<file path="config.mk">
export PLATFORM = sky130hd
export DESIGN_NAME = pwm_capture
export DESIGN_NICKNAME = d
export VERILOG_FILES = /design/src/rtl/pwm_capture.sv
export SDC_FILE = /design/constraint.sdc
export NUM_CORES = 1
export LEC_CHECK = 0
export BUFFER_PORTS_ARGS = -buffer_cell sky130_fd_sc_hd__buf_2
export CAP_MARGIN = 30
export CORE_MARGIN = 5
export CORE_UTILIZATION = 50
export DETAILED_ROUTE_END_ITERATION = 10
export PLACE_DENSITY = 0.71
export SLEW_MARGIN = 40
export SYNTH_ARGS = -nofsm -noshare
export SYNTH_HDL_FRONTEND = slang
export SYNTH_SLANG_ARGS = --single-unit
export TNS_END_PERCENT = 20
</file>
<file path="constraint.sdc">
create_clock -name CLK -period 2.63 [get_ports CLK]
set_clock_uncertainty 0.2 [all_clocks]
set_input_delay 0.1315 -clock CLK [delete_from_list [all_inputs] [get_ports CLK]]
set_output_delay 0.1315 -clock CLK [all_outputs]
set_load 0.005 [all_outputs]
</file>
<file path="src/rtl/pwm_capture.sv">
// Purpose : measure high time and rise-to-rise period of an external PWM/servo pin in prescaler ticks.
// Latency : valid pulses in the cycle after the 3rd CLK rising edge following the closing pin rise.
// Backpres: none; valid is a one-cycle strobe, and duty/period hold until the next measurement.
//
// Ports:
//   CLK, CPU_RESETN   system clock, asynchronous active-low reset
//   pwm_in            asynchronous PWM pin
//   duty, period      last measured high time / period, in ticks (saturating)
//   valid             one-cycle strobe when duty/period update
//   in_range          DUTYLOW <= duty <= DUTYHIGH for the published measurement
//   locked            at least one measurement since reset or signal loss
//   signal_lost       no edge seen for TIMEOUT_TICKS ticks, and no measurement since
module pwm_capture #(
    parameter int DUTYLOW       = 52,
    parameter int DUTYHIGH      = 102,
    parameter int DUTYWIDTH     = 10,
    parameter int PERWIDTH      = 12,
    parameter int TICK_DIV      = 1947,   // must be >= 2
    parameter int TIMEOUT_TICKS = 2048
) (
    input  logic                 CLK,
    input  logic                 CPU_RESETN,
    input  logic                 pwm_in,
    output logic [DUTYWIDTH-1:0] duty,
    output logic [PERWIDTH-1:0]  period,
    output logic                 valid,
    output logic                 in_range,
    output logic                 locked,
    output logic                 signal_lost
);

    localparam int TW = $clog2(TICK_DIV);
    localparam int IW = $clog2(TIMEOUT_TICKS + 1);
    localparam logic [TW-1:0]        TICK_LAST  = TW'(TICK_DIV - 1);
    localparam logic [IW-1:0]        IDLE_LIMIT = IW'(TIMEOUT_TICKS);
    localparam logic [DUTYWIDTH-1:0] DUTY_LO    = DUTYWIDTH'(DUTYLOW);
    localparam logic [DUTYWIDTH-1:0] DUTY_HI    = DUTYWIDTH'(DUTYHIGH);

    typedef enum logic [1:0] {S_IDLE, S_ARM, S_HIGH, S_LOW} state_t;

    state_t               state_q, state_d;
    logic                 sync_meta, sync_q, hist_q;
    logic                 rise, fall, tick, timeout;
    logic [TW-1:0]        tick_cnt;
    logic [IW-1:0]        idle_cnt;
    logic [DUTYWIDTH-1:0] hi_cnt, width_hold;
    logic [PERWIDTH-1:0]  per_cnt;
    logic                 clr_cnt, capture, publish, cnt_hi, cnt_per;

    // Two-flop synchronizer plus one history flop for edge detection.
    always_ff @(posedge CLK or negedge CPU_RESETN) begin
        if (!CPU_RESETN) begin
            sync_meta <= 1'b0;
            sync_q    <= 1'b0;
            hist_q    <= 1'b0;
        end else begin
            sync_meta <= pwm_in;
            sync_q    <= sync_meta;
            hist_q    <= sync_q;
        end
    end

    assign rise = sync_q & ~hist_q;
    assign fall = ~sync_q & hist_q;

    // Free-running tick divider, deliberately independent of the pin so the
    // tick base matches the generator's prescaler.
    always_ff @(posedge CLK or negedge CPU_RESETN) begin
        if (!CPU_RESETN)
            tick_cnt <= '0;
        else if (tick)
            tick_cnt <= '0;
        else
            tick_cnt <= tick_cnt + TW'(1);
    end

    assign tick = (tick_cnt == TICK_LAST);

    // Ticks since the last edge; saturates at the limit so a stuck line keeps
    // the timeout asserted.
    always_ff @(posedge CLK or negedge CPU_RESETN) begin
        if (!CPU_RESETN)
            idle_cnt <= '0;
        else if (rise || fall)
            idle_cnt <= '0;
        else if (tick && (idle_cnt != IDLE_LIMIT))
            idle_cnt <= idle_cnt + IW'(1);
    end

    // An edge in the same cycle proves the signal is back, so it suppresses
    // the timeout; otherwise the first edge after a loss would be swallowed.
    assign timeout = (idle_cnt == IDLE_LIMIT) && !(rise || fall);

    // State register
    always_ff @(posedge CLK or negedge CPU_RESETN) begin
        if (!CPU_RESETN)
            state_q <= S_IDLE;
        else
            state_q <= state_d;
    end

    // Next-state logic
    always_comb begin
        state_d = state_q;
        if (timeout) begin
            state_d = S_IDLE;
        end else begin
            case (state_q)
                S_IDLE:  if (fall) state_d = S_ARM;
                S_ARM:   if (rise) state_d = S_HIGH;
                S_HIGH:  if (fall) state_d = S_LOW;
                S_LOW:   if (rise) state_d = S_HIGH;
                default: state_d = S_IDLE;
            endcase
        end
    end

    // Output decode
    always_comb begin
        clr_cnt = 1'b0;
        capture = 1'b0;
        publish = 1'b0;
        cnt_hi  = 1'b0;
        cnt_per = 1'b0;
        if (!timeout) begin
            case (state_q)
                S_ARM: clr_cnt = rise;
                S_HIGH: begin
                    capture = fall;
                    cnt_hi  = 1'b1;
                    cnt_per = 1'b1;
                end
                S_LOW: begin
                    clr_cnt = rise;
                    publish = rise;
                    cnt_per = 1'b1;
                end
                default: ;
            endcase
        end
    end

    // Measurement counters: clear on the qualifying rise beats a coincident tick.
    always_ff @(posedge CLK or negedge CPU_RESETN) begin
        if (!CPU_RESETN) begin
            hi_cnt     <= '0;
            per_cnt    <= '0;
            width_hold <= '0;
        end else begin
            if (clr_cnt) begin
                hi_cnt  <= '0;
                per_cnt <= '0;
            end else if (tick) begin
                if (cnt_hi && !(&hi_cnt))
                    hi_cnt <= hi_cnt + DUTYWIDTH'(1);
                if (cnt_per && !(&per_cnt))
                    per_cnt <= per_cnt + PERWIDTH'(1);
            end
            if (capture)
                width_hold <= hi_cnt;
        end
    end

    // Published results; duty/period/in_range hold through a signal loss.
    always_ff @(posedge CLK or negedge CPU_RESETN) begin
        if (!CPU_RESETN) begin
            duty        <= '0;
            period      <= '0;
            valid       <= 1'b0;
            in_range    <= 1'b0;
            locked      <= 1'b0;
            signal_lost <= 1'b0;
        end else begin
            valid <= publish;
            if (publish) begin
                duty        <= width_hold;
                period      <= per_cnt;
                in_range    <= (width_hold >= DUTY_LO) && (width_hold <= DUTY_HI);
                locked      <= 1'b1;
                signal_lost <= 1'b0;
            end else if (timeout) begin
                locked      <= 1'b0;
                signal_lost <= 1'b1;
            end
        end
    end

endmodule

</file>
-- Word level (Yosys, flattened, before mapping)
Index checks and enable logic that the tools add are counted.
- add/sub/neg operators: 4
- order comparisons: 2
- eq/ne operators: 9
- mux-type cells: 28
- bitwise gates (word level): 4
- reduce and logical (&&, ||, !) cells: 22
- operators with widths (operator ; count):
    12-bit two-way mux ; 5
    10-bit two-way mux ; 3
    12-bit by 1-bit adder with 12-bit output, second input constant ; 2
    1-bit two-way mux ; 14
    12-bit equality test, second input constant ; 1
    12-bit inequality test, second input constant ; 1
    12-bit AND reduction ; 1
    11-bit by 1-bit adder with 11-bit output, second input constant ; 1
    11-bit equality test, second input constant ; 1
    11-bit two-way mux ; 1
    10-bit by 1-bit adder with 10-bit output, second input constant ; 1
    10-bit by 6-bit >= comparator with 1-bit output, second input constant ; 1
    10-bit by 7-bit less-or-equal comparator with 1-bit output, second input constant ; 1
    10-bit AND reduction ; 1
    2-bit nonzero test ; 5
    2-bit two-way mux ; 4
    3-bit inequality test, second input constant ; 2
    2-bit one-hot mux with 3 select lines ; 1
    1-bit logical AND ; 5
    2-bit equality test, second input constant ; 2
    2-bit AND reduction ; 2
    2-bit OR reduction ; 2
    1-bit zero test ; 3
    3-bit by 1-bit inequality test with 1-bit output, second input constant ; 1
    6 further kinds ; 8
- bits in registers: 86
- bits of input ports: 3
- output and inout bits: 26
- logic and storage cells: 84

-- Depth between registers and ports, before layout
- word-level depth: 10
- depth in mapped cells: 9
- depth with buffers taken out: 7

-- Worst setup path after synthesis
OpenSTA, ideal clock, no wires.
- path kind: register -> register
- from: register tick_cnt[5]
- to: register hi_cnt[2]
- arrival: 2.179 ns
- required time: 2.306 ns
- slack: 0.127 ns
- cell stages (with the launch flop): 7
- cells stage by stage: dfrtp_1 or3b_1 or4_1 or3_1 buf_2 and2_4 a211o_1
- cells in the longest elaborated chain, start to end: 3
- RTL lines (what ; line ; source):
    start, declared ; 44 ; logic [TW-1:0] tick_cnt;
    start signal, assigned ; 74 ; tick_cnt <= tick_cnt + TW'(1);
    11-bit equality test ; 77 ; assign tick = (tick_cnt == TICK_LAST);
    2-bit nonzero test (no source line) ; -- ;
    2-bit AND reduction (no source line) ; -- ;
    end signal, assigned ; 155 ; hi_cnt <= hi_cnt + DUTYWIDTH'(1);
    end, declared ; 46 ; logic [DUTYWIDTH-1:0] hi_cnt, width_hold;
No other way between the ends.
A chain may end at the register's enable or synchronous reset.

-- Final worst setup path
Same ends and word-level chain as after synthesis.

==> flow_summary.yaml <==
die:
  ios: 29
  die_area_um2: 9780
  die_h_um: 98.9
  die_x_um: 98.9
  rows: 32
  fp.coreArea_um2: 7730
  start_util: 0.511
pwr:
  power.density_nw_per_um2: 529
  p_leak_nw: 2.22
  irDropWorstVdd_uv: 283
clock_tree:
  cts_sinks: 86
  ctsHtreeMaxLevel: 3
  clk_latency_ns: 0.35
  cts_buffer_depth: 2
  cts-root-buf: "clkbuf_8"
  cts_tree: "done"
  clk_pin_slew_ns: 0.09
  cts_buffers: 9
timing:
  rsz0062_at_grt: "no"
  final.min_clock_period_ns: 2.47
  slew_headroom: 0.623
  worstMarginPinSlew_ns: 0.566
  slew_violations: 0
  period_share: 0.941
  setup_viol: 0
  final-hold-violation-count: 0
  tns_ns: 0
  max_freq_mhz: 404
drt:
  wire_per_inst_um: 14.8
  ant_nets: 0
  vias_per_cell: 5.51
  drt_iter0_drc: 71
  drc: 0
  routed-via-count: 2777
  first_pass_iters: 4
  wl_um: 7460
global_route:
  grt.overflow.total: 0
  grt_usage: 0.163
  grt_max_degree: 47
  antenna_found_initial: 0
  grt_pass1_vias: 2754
  grt_pass1_wl_um: 13000
synth:
  synth_top_family_by_area: "simple AND/OR/NAND/NOR gates"
  synth_compound_area_frac: 0.0716
  ys_seq_area_frac: 0.545
  synth_top_area_cell: "dfrtp_1"
  synthSimpleGateAreaFrac: 0.192
  synth_top_area_frac: 0.545
  synth_cells: 355
  synth_area_um2: 3950
  synth_flop_cell: "dfrtp_1"
  yosys_register_bits: 86
  synthAdderAreaFrac: 0.0253
  synthXorXnorAreaFrac: 0.0532
  synth_edf_count: 0
  ys_async_sr_fraction: 1.00
  synth.area.mux_share: 0.0912
  synth_warnings: 0
  synthTopCellsByArea: "dfrtp_1 (54%), mux2_2 (9.1%), xnor2_1 (4.0%)"
  synth.avg_cell_area_um2: 11.1
  ys_types: 42
  syn-num-nets: 366
setup_path:
  required_ns: 2.67
  reg2reg_slack_ns: 0.16
  critPathSlowestCell: "or4_1"
  cp_top_family: "simple AND/OR/NAND/NOR gates"
  path_cells: "or3b_1 -> or4_1 -> or3_1 -> and2_4 -> a211o_1"
  worstSetupPathType: "reg2reg"
  r2r-end: "hi_cnt[2]"
  worstPathArrival_ns: 2.51
  cp_max_fo: 5
  path_buf_inv: 0
  rr_startpoint: "tick_cnt[5]"
  start_kind: "register"
  cp-end-kind: "register"
  r2r_cells: 5
  cpPeakStageDelay_ns: 0.52
layout:
  drive_above_1_share: 0.236
  fill_cells: 658
  diodes: 0
  fin_area_um2: 4520
  layout.nets: 408
  synthToLayoutAreaGrowth_pct: 14.3
hold_path:
  hp-class: "in2async"
place:
  dp_hpwl_um: 5340
  placed_cell_area_um2: 4280
  io_buffers: 28
  gp_congestion: 0.833
job:
  cap_violations: 0
status:
  outcome: "finished, final reports clean"
[routing by layer]
| layer | vias to the layer above | global-route usage | part of all wire |
|---|---|---|---|
| li1 | 1349 | - | - |
| met1 | 1365 | 0.221 | 0.47 |
| met2 | 48 | 0.253 | 0.47 |
| met3 | 15 | 0.0311 | 0.034 |
| met4 | 0 | 0.0735 | 0.026 |
| met5 | - | 0 | 0 |
[sequential cells by signal, indices dropped and copies added, names as in the netlist]
signal / cells
duty: 10
hi_cnt: 10
hist_q: 1
idle_cnt: 12
in_range: 1
locked: 1
per_cnt: 12
period: 12
signal_lost: 1
state_q: 2
sync_meta: 1
sync_q: 1
tick_cnt: 11
valid: 1
width_hold: 10
[cells by family after synthesis]
logic type	count (synthesis)
AO/OA/AOI/OAI	45
XOR/XNOR	24
adder cells (fa/ha/maj)	8
buffers and inverters	22
flip-flops	86
multiplexers	32
AND/OR/NAND/NOR	138
[how the worst max path moves through the flow]
| stage | slack, ns | cells after the start | end | start |
|---|---|---|---|---|
| final | 0.16 | 5 | hi_cnt[2] | tick_cnt[5] |
| after detailed placement | 0.16 | 5 | hi_cnt[2] | tick_cnt[5] |
| after CTS | 0.16 | 5 | hi_cnt[2] | tick_cnt[5] |
| after global routing | 0.05 | 7 | per_cnt[9] | sync_q |
| after floorplan | 0.13 | 6 | hi_cnt[2] | tick_cnt[5] |
| after global placement | 0.20 | 5 | hi_cnt[2] | tick_cnt[5] |
[cell usage in the layout, fill, tap and decap left out, types with 4 or more instances in the layout]
| cell type | n |
|---|---|
| nand4_1 | 16 |
| o21ai_1 | 5 |
| mux2_2 | 32 |
| nand3_1 | 22 |
| clkbuf_8 | 10 |
| nor2_1 | 17 |
| and2_1 | 13 |
| or4_1 | 4 |
| a21o_1 | 8 |
| xnor2_1 | 18 |
| dfrtp_1 | 86 |
| buf_4 | 13 |
| xor2_1 | 6 |
| inv_1 | 10 |
| a21oi_1 | 12 |
| nand2_1 | 27 |
| and3_1 | 6 |
| or3_1 | 9 |
| ha_1 | 8 |
| buf_2 | 27 |
| o21ai_0 | 8 |
[cells in the mapped netlist, types with 4 or more instances]
cell type and instances:
dfrtp_1 86, mux2_2 32, nand2_1 27, nand3_1 22, xnor2_1 18, nor2_1 17
nand4_1 16, and2_1 13, a21oi_1 12, inv_1 10, or3_1 9, a21o_1 8
clkbuf_1 8, ha_1 8, o21ai_0 8, and3_1 6, xor2_1 6, o21ai_1 5
or4_1 4
[per-stage QoR]
step	util	setup slack (ns)	total power, mW	hold slack [ns]	cells
floorplan	-	0.127	1.41	-0.364	355
global placement	0.554	0.202	1.46	-0.0383	486
detailed placement	0.554	0.156	1.47	-0.0338	486
CTS	0.584	0.155	2.42	0.115	504
global route	0.584	0.0476	2.49	0.142	504
finish	0.584	0.155	2.39	0.0983	504
[final cells by class]
cell class                      instances  area, um2  area share
Clock buffer                           10        138      0.0305
Multi-Input combinational cell        247       1720       0.381
Inverter                               10       37.5     0.00831
Clock inverter                          6       68.8      0.0152
Timing Repair Buffer                   43        273      0.0604
Sequential cell                        86       2150       0.477
Tap cell                              102        128      0.0283
[timing repair]
action / 4_1_cts / 5_1_grt
buffers inserted: 0 / 0
endpoints found under the hold margin: 45 / 0
hold buffers: 2 / 0
resized for setup: 0 / 1
endpoints found under the setup margin: 0 / 7
[where the power goes]
group          leakage, nW  internal [mW]  switching (mW)
combinational        0.945         0.0403          0.0660
sequential            1.17           1.33         0.00515
clock                0.103          0.470           0.480
Note: power is estimated with default switching activity, not from simulation.
